**src/rtl/hazard_pkg.sv**
```systemverilog
// Shared types and constants for the ID/EX hazard controller.
// Control-vector layout: ALU_Src, Branch, MemRd, MemToReg, MemWr, RegWr, jal, jalr (bit 0 upward).
package hazard_pkg;

  localparam int unsigned CTRL_W_DEF  = 8;
  localparam int unsigned REG_AW_DEF  = 5;
  localparam int unsigned CNT_W       = 4;
  localparam int unsigned PERF_W      = 32;

  localparam int unsigned CTRL_ALU_SRC = 0;
  localparam int unsigned CTRL_BRANCH  = 1;
  localparam int unsigned CTRL_MEMRD   = 2;
  localparam int unsigned CTRL_MEM2REG = 3;
  localparam int unsigned CTRL_MEMWR   = 4;
  localparam int unsigned CTRL_REGWR   = 5;
  localparam int unsigned CTRL_JAL     = 6;
  localparam int unsigned CTRL_JALR    = 7;

  typedef enum logic [1:0] {
    ST_RUN      = 2'd0,
    ST_LU_STALL = 2'd1,
    ST_FLUSH    = 2'd2
  } hz_state_e;

  // Counter preload for a multi-cycle window: the entry cycle itself is the first one.
  function automatic logic [CNT_W-1:0] cnt_init(input int unsigned cycles);
    return (cycles > 1) ? CNT_W'(cycles - 2) : '0;
  endfunction

endpackage

```
**src/rtl/hazard_perf_cnt.sv**
```systemverilog
// Saturating event counter for hazard performance monitoring.
module hazard_perf_cnt #(
  parameter int unsigned W = 32
) (
  input  logic         clk,
  input  logic         rst_n,
  input  logic         inc_i,
  output logic [W-1:0] cnt_o
);

  logic [W-1:0] cnt_q;

  always_ff @(posedge clk or negedge rst_n) begin
    if (!rst_n) begin
      cnt_q <= '0;
    end else if (inc_i && (cnt_q != '1)) begin
      cnt_q <= cnt_q + W'(1);
    end
  end

  assign cnt_o = cnt_q;

endmodule

```
**src/rtl/hazard_ctrl_unit.sv**
```systemverilog
// ID/EX hazard controller: load-use stall, redirect flush, ID/EX control register.
// Optional stall/flush performance counters are built when HAZ_PERF_CNT_EN is defined.
module hazard_ctrl_unit
  import hazard_pkg::*;
#(
  parameter int unsigned CTRL_W         = CTRL_W_DEF,
  parameter int unsigned REG_AW         = REG_AW_DEF,
  parameter int unsigned MEMREAD_BIT    = CTRL_MEMRD,
  parameter int unsigned LOAD_STALL_CYC = 1,
  parameter int unsigned FLUSH_CYC      = 1
) (
  input  logic              clk,
  input  logic              reset,
  input  logic [CTRL_W-1:0] id_ctrl_i,
  input  logic [REG_AW-1:0] id_rs1_i,
  input  logic [REG_AW-1:0] id_rs2_i,
  input  logic              id_use_rs1_i,
  input  logic              id_use_rs2_i,
  input  logic [REG_AW-1:0] ex_rd_i,
  input  logic              redirect_i,
  input  logic              ext_stall_i,
  output logic              pc_we_o,
  output logic              ifid_we_o,
  output logic              ifid_flush_o,
  output logic              bubble_o,
  output logic [CTRL_W-1:0] ex_ctrl_o
`ifdef HAZ_PERF_CNT_EN
  ,
  output logic [PERF_W-1:0] stall_cnt_o,
  output logic [PERF_W-1:0] flush_cnt_o
`endif
);

  localparam logic [CNT_W-1:0] STALL_INIT = cnt_init(LOAD_STALL_CYC);
  localparam logic [CNT_W-1:0] FLUSH_INIT = cnt_init(FLUSH_CYC);

  hz_state_e         state_q, state_d;
  logic [CNT_W-1:0]  cnt_q, cnt_d;
  logic [CTRL_W-1:0] ex_ctrl_q, ex_ctrl_d;
  logic              lu_hit_c;

  // Writes to x0 never create a dependency.
  assign lu_hit_c = ex_ctrl_q[MEMREAD_BIT] && (ex_rd_i != '0) &&
                    ((id_use_rs1_i && (id_rs1_i == ex_rd_i)) ||
                     (id_use_rs2_i && (id_rs2_i == ex_rd_i)));

  always_ff @(posedge clk or negedge reset) begin
    if (!reset) begin
      state_q   <= ST_RUN;
      cnt_q     <= '0;
      ex_ctrl_q <= '0;
    end else begin
      state_q   <= state_d;
      cnt_q     <= cnt_d;
      ex_ctrl_q <= ex_ctrl_d;
    end
  end

  // Priority: freeze > redirect > load-use stall > flush tail > normal.
  always_comb begin
    pc_we_o      = 1'b1;
    ifid_we_o    = 1'b1;
    ifid_flush_o = 1'b0;
    bubble_o     = 1'b0;
    state_d      = state_q;
    cnt_d        = cnt_q;
    ex_ctrl_d    = ex_ctrl_q;

    if (ext_stall_i) begin
      pc_we_o   = 1'b0;
      ifid_we_o = 1'b0;
    end else begin
      if (redirect_i) begin
        ifid_flush_o = 1'b1;
        bubble_o     = 1'b1;
        state_d      = (FLUSH_CYC > 1) ? ST_FLUSH : ST_RUN;
        cnt_d        = FLUSH_INIT;
      end else if ((state_q == ST_LU_STALL) || ((state_q == ST_RUN) && lu_hit_c)) begin
        pc_we_o   = 1'b0;
        ifid_we_o = 1'b0;
        bubble_o  = 1'b1;
        if (state_q == ST_RUN) begin
          state_d = (LOAD_STALL_CYC > 1) ? ST_LU_STALL : ST_RUN;
          cnt_d   = STALL_INIT;
        end else if (cnt_q == '0) begin
          state_d = ST_RUN;
        end else begin
          cnt_d = cnt_q - CNT_W'(1);
        end
      end else if (state_q == ST_FLUSH) begin
        ifid_flush_o = 1'b1;
        bubble_o     = 1'b1;
        if (cnt_q == '0) begin
          state_d = ST_RUN;
        end else begin
          cnt_d = cnt_q - CNT_W'(1);
        end
      end
      ex_ctrl_d = bubble_o ? '0 : id_ctrl_i;
    end
  end

  assign ex_ctrl_o = ex_ctrl_q;

`ifdef HAZ_PERF_CNT_EN
  logic stall_inc_c;
  logic flush_inc_c;

  // Unfrozen cycles with pc_we low can only come from a load-use stall.
  assign stall_inc_c = !ext_stall_i && !pc_we_o;
  assign flush_inc_c = !ext_stall_i && ifid_flush_o;

  hazard_perf_cnt #(.W(PERF_W)) u_stall_cnt (
    .clk   (clk),
    .rst_n (reset),
    .inc_i (stall_inc_c),
    .cnt_o (stall_cnt_o)
  );

  hazard_perf_cnt #(.W(PERF_W)) u_flush_cnt (
    .clk   (clk),
    .rst_n (reset),
    .inc_i (flush_inc_c),
    .cnt_o (flush_cnt_o)
  );
`endif

endmodule
```
**config.mk**
```make
export PLATFORM = sky130hd
export DESIGN_NAME = hazard_ctrl_unit
export DESIGN_NICKNAME = d
export VERILOG_FILES = /design/src/rtl/hazard_pkg.sv /design/src/rtl/hazard_perf_cnt.sv /design/src/rtl/hazard_ctrl_unit.sv
export SDC_FILE = /design/constraint.sdc
export NUM_CORES = 1
export LEC_CHECK = 0
export BUFFER_PORTS_ARGS = -buffer_cell sky130_fd_sc_hd__buf_2
export CAP_MARGIN = 0
export CORE_MARGIN = 2
export CORE_UTILIZATION = 41
export DETAILED_ROUTE_END_ITERATION = 10
export PLACE_DENSITY = 0.74
export SYNTH_ARGS = -nofsm -noshare
export SYNTH_HDL_FRONTEND = slang
export SYNTH_SLANG_ARGS = --single-unit
```
**constraint.sdc**
```tcl
create_clock -name clk -period 1.6 [get_ports clk]
set_input_delay 0.32 -clock clk [delete_from_list [all_inputs] [get_ports clk]]
set_output_delay 0.32 -clock clk [all_outputs]
set_load 0.005 [all_outputs]
```
# Yosys cells after proc, flatten, opt, wreduce, memory -nomap -nowiden
# Cells that the tools add are included.
# word_totals
ff_bits	14
output_inout_bits	12
memories	0
mem_bits_rw	0
mem_bits_ro	0
latch_bits	0
# classes
bitwise_logic	1
n_shift	0
multipliers	0
addsub	1
n_div	0
n_reduce_logical	12
muxes	22
n_eq_ne	4
order_cmp	0
# ops
cell	count
$mux 4	5
$mux 1	11
$eq 5x5->1	2
$mux 2	5
$mux 8	1
$logic_and 1x1->1	5
$reduce_bool 5->1	1
$logic_not 4->1	1
$sub 4x1->4 const B	1
$reduce_bool 3->1	1
$eq 2x1->1 const B	1
$eq 2x2->1 const B	1
$logic_not 2->1	1
$logic_or 1x1->1	2
$reduce_and 2->1	1
$not 1->1	1

# Logic depth before layout (Yosys ltp)
# Gate-level depths: netlist of the first run.
# logic_depth
word_depth	10
depth_mapped	7
mapped_depth_nobuf	7

# Worst setup path after synthesis of the first run
# No wires, ideal clock.
# synth_timing
kind	input -> output
startpoint	input port ex_rd_i[1]
endpoint	output port pc_we_o
stages	5
setup_slack_ps	-167
t_arrival_ps	1447
cell_sequence	or4_1 o21ai_2 o21bai_1 a21oi_1 buf_4
# synth_between
elab_chain_cells	9
word_cells_on_any_way	13
cone_classes	2 x eq/ne; 3 x mux; 8 x reduce/logical
# synth_rtl
element	line	text
start, declared	hazard_ctrl_unit.sv:19	input logic [REG_AW-1:0] ex_rd_i,
$eq 5x5->1 (on tied branches)	hazard_ctrl_unit.sv:44, hazard_ctrl_unit.sv:45	
$logic_and 1x1->1 (on tied branches)	hazard_ctrl_unit.sv:44, hazard_ctrl_unit.sv:45	
$logic_or 1x1->1	hazard_ctrl_unit.sv:44	((id_use_rs1_i && (id_rs1_i == ex_rd_i)) ||
$logic_and 1x1->1 *	hazard_ctrl_unit.sv:43	assign lu_hit_c = ex_ctrl_q[MEMREAD_BIT] && (ex_rd_i != '0) &&
$logic_and 1x1->1 *	hazard_ctrl_unit.sv:78	end else if ((state_q == ST_LU_STALL) || ((state_q == ST_RUN) && lu_hit_c)) begin
$logic_or 1x1->1 *	hazard_ctrl_unit.sv:78	
$mux 1 * (3 in series)	n/a	
end, declared	hazard_ctrl_unit.sv:22	output logic pc_we_o,
# Mark *: on every way between the ends. The rest lies on a longest branch, timed or not.

# Worst setup path in the final report of the first run
# layout_timing
startpoint	input port ex_rd_i[2]
endpoint	output port bubble_o
# layout_between
elab_chain_cells	10
word_cells_on_any_way	14
cone_classes	2 x eq/ne; 4 x mux; 8 x reduce/logical
# layout_rtl
element	line	text
$eq 5x5->1 (on tied branches)	hazard_ctrl_unit.sv:44, hazard_ctrl_unit.sv:45	
$logic_and 1x1->1 (on tied branches)	hazard_ctrl_unit.sv:44, hazard_ctrl_unit.sv:45	
$logic_or 1x1->1	hazard_ctrl_unit.sv:44	
$logic_and 1x1->1 *	hazard_ctrl_unit.sv:43	
$logic_and 1x1->1 *	hazard_ctrl_unit.sv:78	
$logic_or 1x1->1 *	hazard_ctrl_unit.sv:78	
$mux 1 *	hazard_ctrl_unit.sv:78	
$mux 1 *	hazard_ctrl_unit.sv:73	if (redirect_i) begin
$mux 1 * (2 in series)	hazard_ctrl_unit.sv:69	if (ext_stall_i) begin
end, declared	hazard_ctrl_unit.sv:25	output logic bubble_o,
# Mark *: on every way between the ends. The rest lies on a longest branch, timed or not. The select of a mux whose other input is x is not followed.

==> results of run 1 <==
registers in the layout, summed over array words and instances (netlist names):
register,count
cnt_q,4
ex_ctrl_o,8
state_q,2
worst max-delay path, cell delays in order:
cell and delay [ps]:
buf_6 100, xor2_1 150, nor4_1 340, a32oi_1 150
o41a_1 370, inv_2 60, buf_2 100
final timing paths:
path | to | cells after the start
setup / recovery | bubble_o | 7
hold / removal | ex_ctrl_o[6] | 3
setup reg to reg | cnt_q[1] | 6
hold reg to reg | cnt_q[0] | 1
max in group asynchronous | state_q[1] | 2
min in group asynchronous | cnt_q[3] | 2
repair_timing:
action | CTS | global route
setup endpoints to repair | 12 | 16
pin swaps | 6 | 2
setup buffers | 2 | 4
hold endpoints to repair | 14 | 0
gates resized for setup | 11 | 4
hold buffers | 1 | 0
kinds of logic (layout without fill, tap and decap cells):
kind of cell    after synthesis  in the layout  synth area share, %
compound gates               31             31                23.35
xor+xnor                     12             12                11.81
fa+ha+maj                     1              1                1.406
buf+inv                      11             70                5.203
flops                        14             14                39.38
simple gates                 33             33                18.85
placed cells by master, fill, tap and decap left out, types with 4 or more instances in the layout:
master / n
buf_2: 36
buf_4: 20
dfrtp_1: 13
nand2_1: 10
xor2_1: 8
a22oi_1: 8
o21ai_0: 8
nor2_1: 6
inv_1: 5
xnor2_1: 4
nor3_1: 4
buf_6: 4
layer usage:
layer	global-route usage, %	wire length (um)	vias to the layer above
met2	41.45	1331	21
met1	24.58	1046	456
met4	11.71	56	0
met3	5.655	130	5
met5	0	0	-
li1	-	-	485
layout make-up:
cell class | instances | area share, %
multi-input combinational | 77 | 39.63
inverter | 6 | 1.667
timing repair buffer | 61 | 28.52
tap | 27 | 2.500
sequential | 14 | 26.02
clock buffer | 3 | 1.667
power by group:
group	internal [uW]	switching, uW
sequential	395	32.7
clock	87.7	115
combinational	216	173
metrics by stage:
| step | area [um2] | instances |
|---|---|---|
| CTS | 1305 | 184 |
| finish | 1351 | 188 |
| detailed placement | 1212 | 178 |
| global route | 1351 | 188 |
| global placement | 1212 | 178 |
| floorplan | 897.1 | 102 |
==> results.md, run 1 <==
- Outcome: finished with violations
- Failing checks: negative setup slack
- CP Data Required Time: around 1300 ps
- Number of port buffers: 40
- Final Critical Period: between 1500 and 2000 ps
- Crit path max fanout: 3
- I/O Pins: slightly above 40
- P&R area growth vs syn: 51.90%
- RePlAce Congestion: approximately 0.84
- Footprint of the multi-input gates: ~540 um2
- Number of global-route vias before repair: 981
- Antenna violations before repair: 0
- Clock Skew: about 5.4 ps
- Final period util: 119.5%
- Chip width: 50.58 um
- VDD IR max: between 0.4 and 0.5 mV
- Count leader, synth: dfrtp_1
- Top FF cell, synth: dfrtp_1
- Core footprint: around 2000 um2
- DP HPWL: around 2000 um
- Via density: a little over 5
- Final ANT Viol Nets: 0
- Hold_sp: id_ctrl_i[6]
- Setup CP Type: primary input to output pin
- Number of CTS-inserted buffers: 3
- Hold Crit Class: primary input to register
- Crit path DAT: between 1500 and 2000 ps
- Total gr overflow: 0
- N_diodes: 0
- Sum Neg Setup Slack: -832.7 ps
- CTS H-tree depth: 1
- Setup violations, final: 3
- Setup crit start: ex_rd_i[2]
- Remaining DRCs: 0
- Synth unique cells: 38
- Max-slew violations: 0
- Power Dens Cells: ~750 nW/um2
- Clock sinks: 14
- Die height: 50.58 um
- First-pass GRT wire length: about 4300 um
- Ys Warns: 0
- Vias: slightly below 1000
- # rows: 16
- Post-Route Utilization: about two thirds
- Reg area: about 350 um2
- Flop2flop setup slack: 100 ps
- Clk Latency, worst-skew pair: just under 300 ps
- DR iter-0 viols: 10
- Drt wl/cell: between 10 and 15 um
- Synthesized instance count: around 100
- Max-Cap Viols: 0
- Yosys reg bits: 14
- Max clock buf depth: 2
- Measured slew at the worst slew-check pin: roughly 310 ps
- Endpoints failing hold: 0
- Total routed wirelength: about 2600 um
- Yosys top cell area share: 39.38%
- RSZ-0062 raised after global routing: true
- Leak: 0.0006446 uW
- FFs w/ async S/R, synth: 100.0%
- Fin Hold WS: roughly 270 ps
- Initial core utilization: approximately 44%
- CTS tree: built
- Setup WS post-layout: -311.7 ps
- Syn Nets: ~130
- Top cells by area, synth: dfrtp_1 39%, xor2_1 7.9%, a22oi_1 6.8%
- Share of layout cells above drive strength 1: 45.96%
- Worst rel slew slack: around four fifths
- Tot GR Track Use: between 20 and 25%
- Number of synthesized flops with an enable pin: 0
- Mapped cell area: between 800 and 900 um2
- Fmax: ~520 MHz
- Die area: between 2000 and 3000 um2
- Crit start category: primary input
- Fin nets: between 150 and 200
- Crit. End Element: output pin
- Clock Pin Slew Worst Setup and Hold Paths: 80 ps
- Pre-CTS WS: -439.7 ps
- Syn Area/Cell: just under 9 um2
- Pre-antenna DRT Iters: 4
- Biggest area consumer among synthesized cells: dfrtp_1
- Seq/Total Area, Yosys: 39.38%
- Synth cell count leaders: 14 x dfrtp_1, 10 x nand2_1, 8 x a22oi_1, 8 x o21ai_0, 8 x xor2_1
- Total Power: slightly above 1000 uW
- Worst r2r src: ex_ctrl_o[2]
- Largest net degree at the start of global routing: 15
- Root Buffer: clkbuf_4
- Fill count: 169
No activity file was read; power rests on OpenSTA's default activity.
==> inputs of run 2 (changes only) <==
--- a/config.mk
+++ b/config.mk
@@ -10,7 +10,7 @@
 export CORE_MARGIN = 2
 export CORE_UTILIZATION = 41
 export DETAILED_ROUTE_END_ITERATION = 10
-export PLACE_DENSITY = 0.74
+export PLACE_DENSITY_LB_ADDON = 0.3
 export SYNTH_ARGS = -nofsm -noshare
 export SYNTH_HDL_FRONTEND = slang
 export SYNTH_SLANG_ARGS = --single-unit
==> run 2 against run 1 <==
The flow still finishes with violations (negative setup slack). Combinational power shrank 15%. Clock skew down 3.5 ps. Die area unchanged. First-iteration DRC count rose by 50%. Via count shrank 3.9%. Sequential power is 0.9% lower. Clock power is essentially flat. Flip-flop and latch count stayed put. Critical endpoint unchanged. Largest cell class unchanged. Highest routed layer unchanged.
==> results.md, run 2 (synthesis results as in run 1) <==
- RSZ-0062 raised after global routing: true (unchanged)
- Drt wl/cell: 13.32 um (was 13.64 um)
- CP most frequent cell: inv_2
- Core footprint: 2002 um2 (unchanged)
- Setup violations, final: 3 (unchanged)
- Comb pwr share: 34.7% (was 38.2%)
- Clock Skew: 1.918 ps (was 5.404 ps)
- Cells along the critical path: inv_2 -> nor2_1 -> o31ai_1 -> o41a_1 -> inv_2 -> buf_2 (was buf_6 -> xor2_1 -> nor4_1 -> a32oi_1 -> o41a_1 -> inv_2 -> buf_2)
- Most common cell after layout, fill and taps aside: buf_2 (unchanged)
- Number of port buffers: 40 (unchanged)
- Tot GR Track Use: 20.09% (was 22.98%)
- Flip-flop count of the largest register after layout: 8 (unchanged)
- P&R area growth vs syn: 43.60% (was 51.90%)
- Hold Crit Class: primary input to register (unchanged)
- Most frequent cells in the layout: 33 x buf_2, 13 x dfrtp_1, 10 x nand2_1, 10 x buf_4 (was 36 x buf_2, 20 x buf_4, 13 x dfrtp_1, 10 x nand2_1)
- Root Buffer: clkbuf_4 (unchanged)
- Crit. End Element: output pin (unchanged)
- RePlAce Congestion: 0.8749 (was 0.8447)
- VDD IR max: 0.4189 mV (was 0.4563 mV)
- Largest net degree at the start of global routing: 15 (unchanged)
- Clk Latency, worst-skew pair: 280 ps (was 290 ps)
- CTS H-tree depth: 1 (unchanged)
- Outcome: finished with violations (unchanged)
- Fmax: 531.4 MHz (was 523.1 MHz)
- CP Data Required Time: 1280 ps (about the same)
- Pre-antenna DRT Iters: 4 (unchanged)
- Clock power share: 21.0% (was 19.9%)
- Post-Route Utilization: 63.81% (was 67.50%)
- Die area: 2558 um2 (unchanged)
- Final ANT Viol Nets: 0 (unchanged)
- Final period util: 117.6% (was 119.5%)
- Crit start category: register (was primary input)
- First-pass GRT wire length: 3870 um (was 4312 um)
- Total gr overflow: 0 (unchanged)
- Antenna violations before repair: 0 (unchanged)
- Die height: 50.58 um (unchanged)
- Buf+Inv Stages, Crit Path: 3 (unchanged)
- Crit path DAT: 1560 ps (was 1590 ps)
- DR iter-0 viols: 15 (was 10)
- Remaining DRCs: 0 (unchanged)
- N_diodes: 0 (unchanged)
- I/O Pins: 41 (unchanged)
- Internal power: 657.3 uW (was 698.2 uW)
- Max-slew violations: 0 (unchanged)
- Clock Pin Slew Worst Setup and Hold Paths: 80 ps (about the same)
- Initial core utilization: 44.44% (unchanged)
- Final Cell Area: 1277 um2 (was 1351 um2)
- Number of global-route vias before repair: 915 (was 981)
- Fin nets: 182 (was 193)
- Setup CP Type: register to output pin (was primary input to output pin)
- Via density: 5.249 (was 5.144)
- Pre-CTS WS: -378.0 ps (was -439.7 ps)
- Net Sw Frac: 31.25% (was 31.49%)
- Number of CTS-inserted buffers: 3 (unchanged)
- Clock sinks: 14 (unchanged)
- CP max stage delay: 450 ps (was 370 ps)
- Leak: 0.0005942 uW (was 0.0006446 uW)
- # rows: 16 (unchanged)
- DP HPWL: 1728 um (was 1972 um)
- Chip width: 50.58 um (unchanged)
- Measured slew at the worst slew-check pin: 516.7 ps (was 309.4 ps)
- Placed Area: 1160 um2 (was 1212 um2)
- Sequential Power Share: 44.3% (was 41.9%)
- Vias: 929 (was 967)
- Critical path's top delay family: compound AO/OA/AOI/OAI gates (unchanged)
- Max clock buf depth: 2 (unchanged)
- Final Critical Period: 1882 ps (was 1912 ps)
- Max-Cap Viols: 0 (unchanged)
- CP max-delay cell: dfrtp_2 (was o41a_1)
- CTS tree: built (unchanged)
- Share of layout cells above drive strength 1: 43.33% (was 45.96%)
- Worst rel slew slack: 65.37% (was 79.18%)
- Endpoints failing hold: 0 (unchanged)
- Fin Hold WS: 270.4 ps (was 272.3 ps)
- Setup WS post-layout: -281.7 ps (was -311.7 ps)
- Failing checks: negative setup slack (unchanged)
- Total routed wirelength: 2357 um (was 2564 um)
- Crit path max fanout: 5 (was 3)
- Sw Pwr: 298.8 uW (was 320.9 uW)
- Power Dens Cells: 748.5 nW/um2 (was 754.1 nW/um2)
- Sum Neg Setup Slack: -786.1 ps (was -832.7 ps)
==> run 2: changes by cell type in the layout (fill, tap and decap cells not counted), sizes merged <==
cell,previous run,this run
buf,60,49
==> run 2: metrics by stage <==
step / cells / total power, uW
2_1_floorplan: 102 / 617.7
3_3_place_gp: 171 / 728.8
3_5_place_dp: 171 / 739.4
4_1_cts: 176 / 947.9
5_1_grt: 177 / 1025
6_report: 177 / 956.2
==> run 2: per-layer routing <==
layer / vias to the layer above / global-route usage [%] / share of wire, %
li1: 464 / - / -
met1: 437 / 23.09 / 42
met2: 25 / 35.96 / 52
met3: 3 / 3.869 / 4.7
met4: 0 / 8.559 / 0.93
met5: - / 0 / 0
==> run 2: worst register-to-register path: stages (launching register included) <==
cell and delay (ps):
dfrtp_2 450, inv_2 80, nor2_1 50, o31ai_1 270
o41a_1 260, inv_2 50, buf_4 130, o211ai_1 140
==> run 2: path summary, 6_finish.rpt <==
kind / start / end / slack, ps / cells after the start
max in group asynchronous: reset / state_q[1] / 880 / 2
max reg2reg: state_q[1] / cnt_q[2] / 80 / 7
min: id_ctrl_i[5] / ex_ctrl_o[5] / 270 / 3
min in group asynchronous: reset / cnt_q[3] / 460 / 2
max: state_q[1] / bubble_o / -280 / 6
min reg2reg: cnt_q[0] / cnt_q[0] / 500 / 1
==> run 2: power groups by stage <==
| stage | sequential (uW) | combinational (uW) | clock [uW] |
|---|---|---|---|
| 4_1_cts | 422 | 320 | 205 |
| 5_1_grt | 431 | 372 | 223 |
| 3_3_place_gp | 429 | 300 | 0 |
| 2_1_floorplan | 427 | 191 | 0 |
| 3_5_place_dp | 430 | 310 | 0 |
| 6_report | 423 | 332 | 201 |
==> run 2: layout make-up <==
class | instances | area, um2
fill | 167 | 724.4
multi-input combinational | 77 | 529.3
sequential | 14 | 351.6
timing repair buffer | 50 | 317.8
tap | 27 | 33.78
clock buffer | 3 | 22.52
inverter | 6 | 22.52
==> run 2: repair_timing <==
item                                   4_1_cts  5_1_grt
hold buffers                                 1        0
pin swaps                                    6        2
resized for setup                            9        9
endpoints found under the hold margin       14        0
setup endpoints to repair                   11       15
setup buffers                                1        1
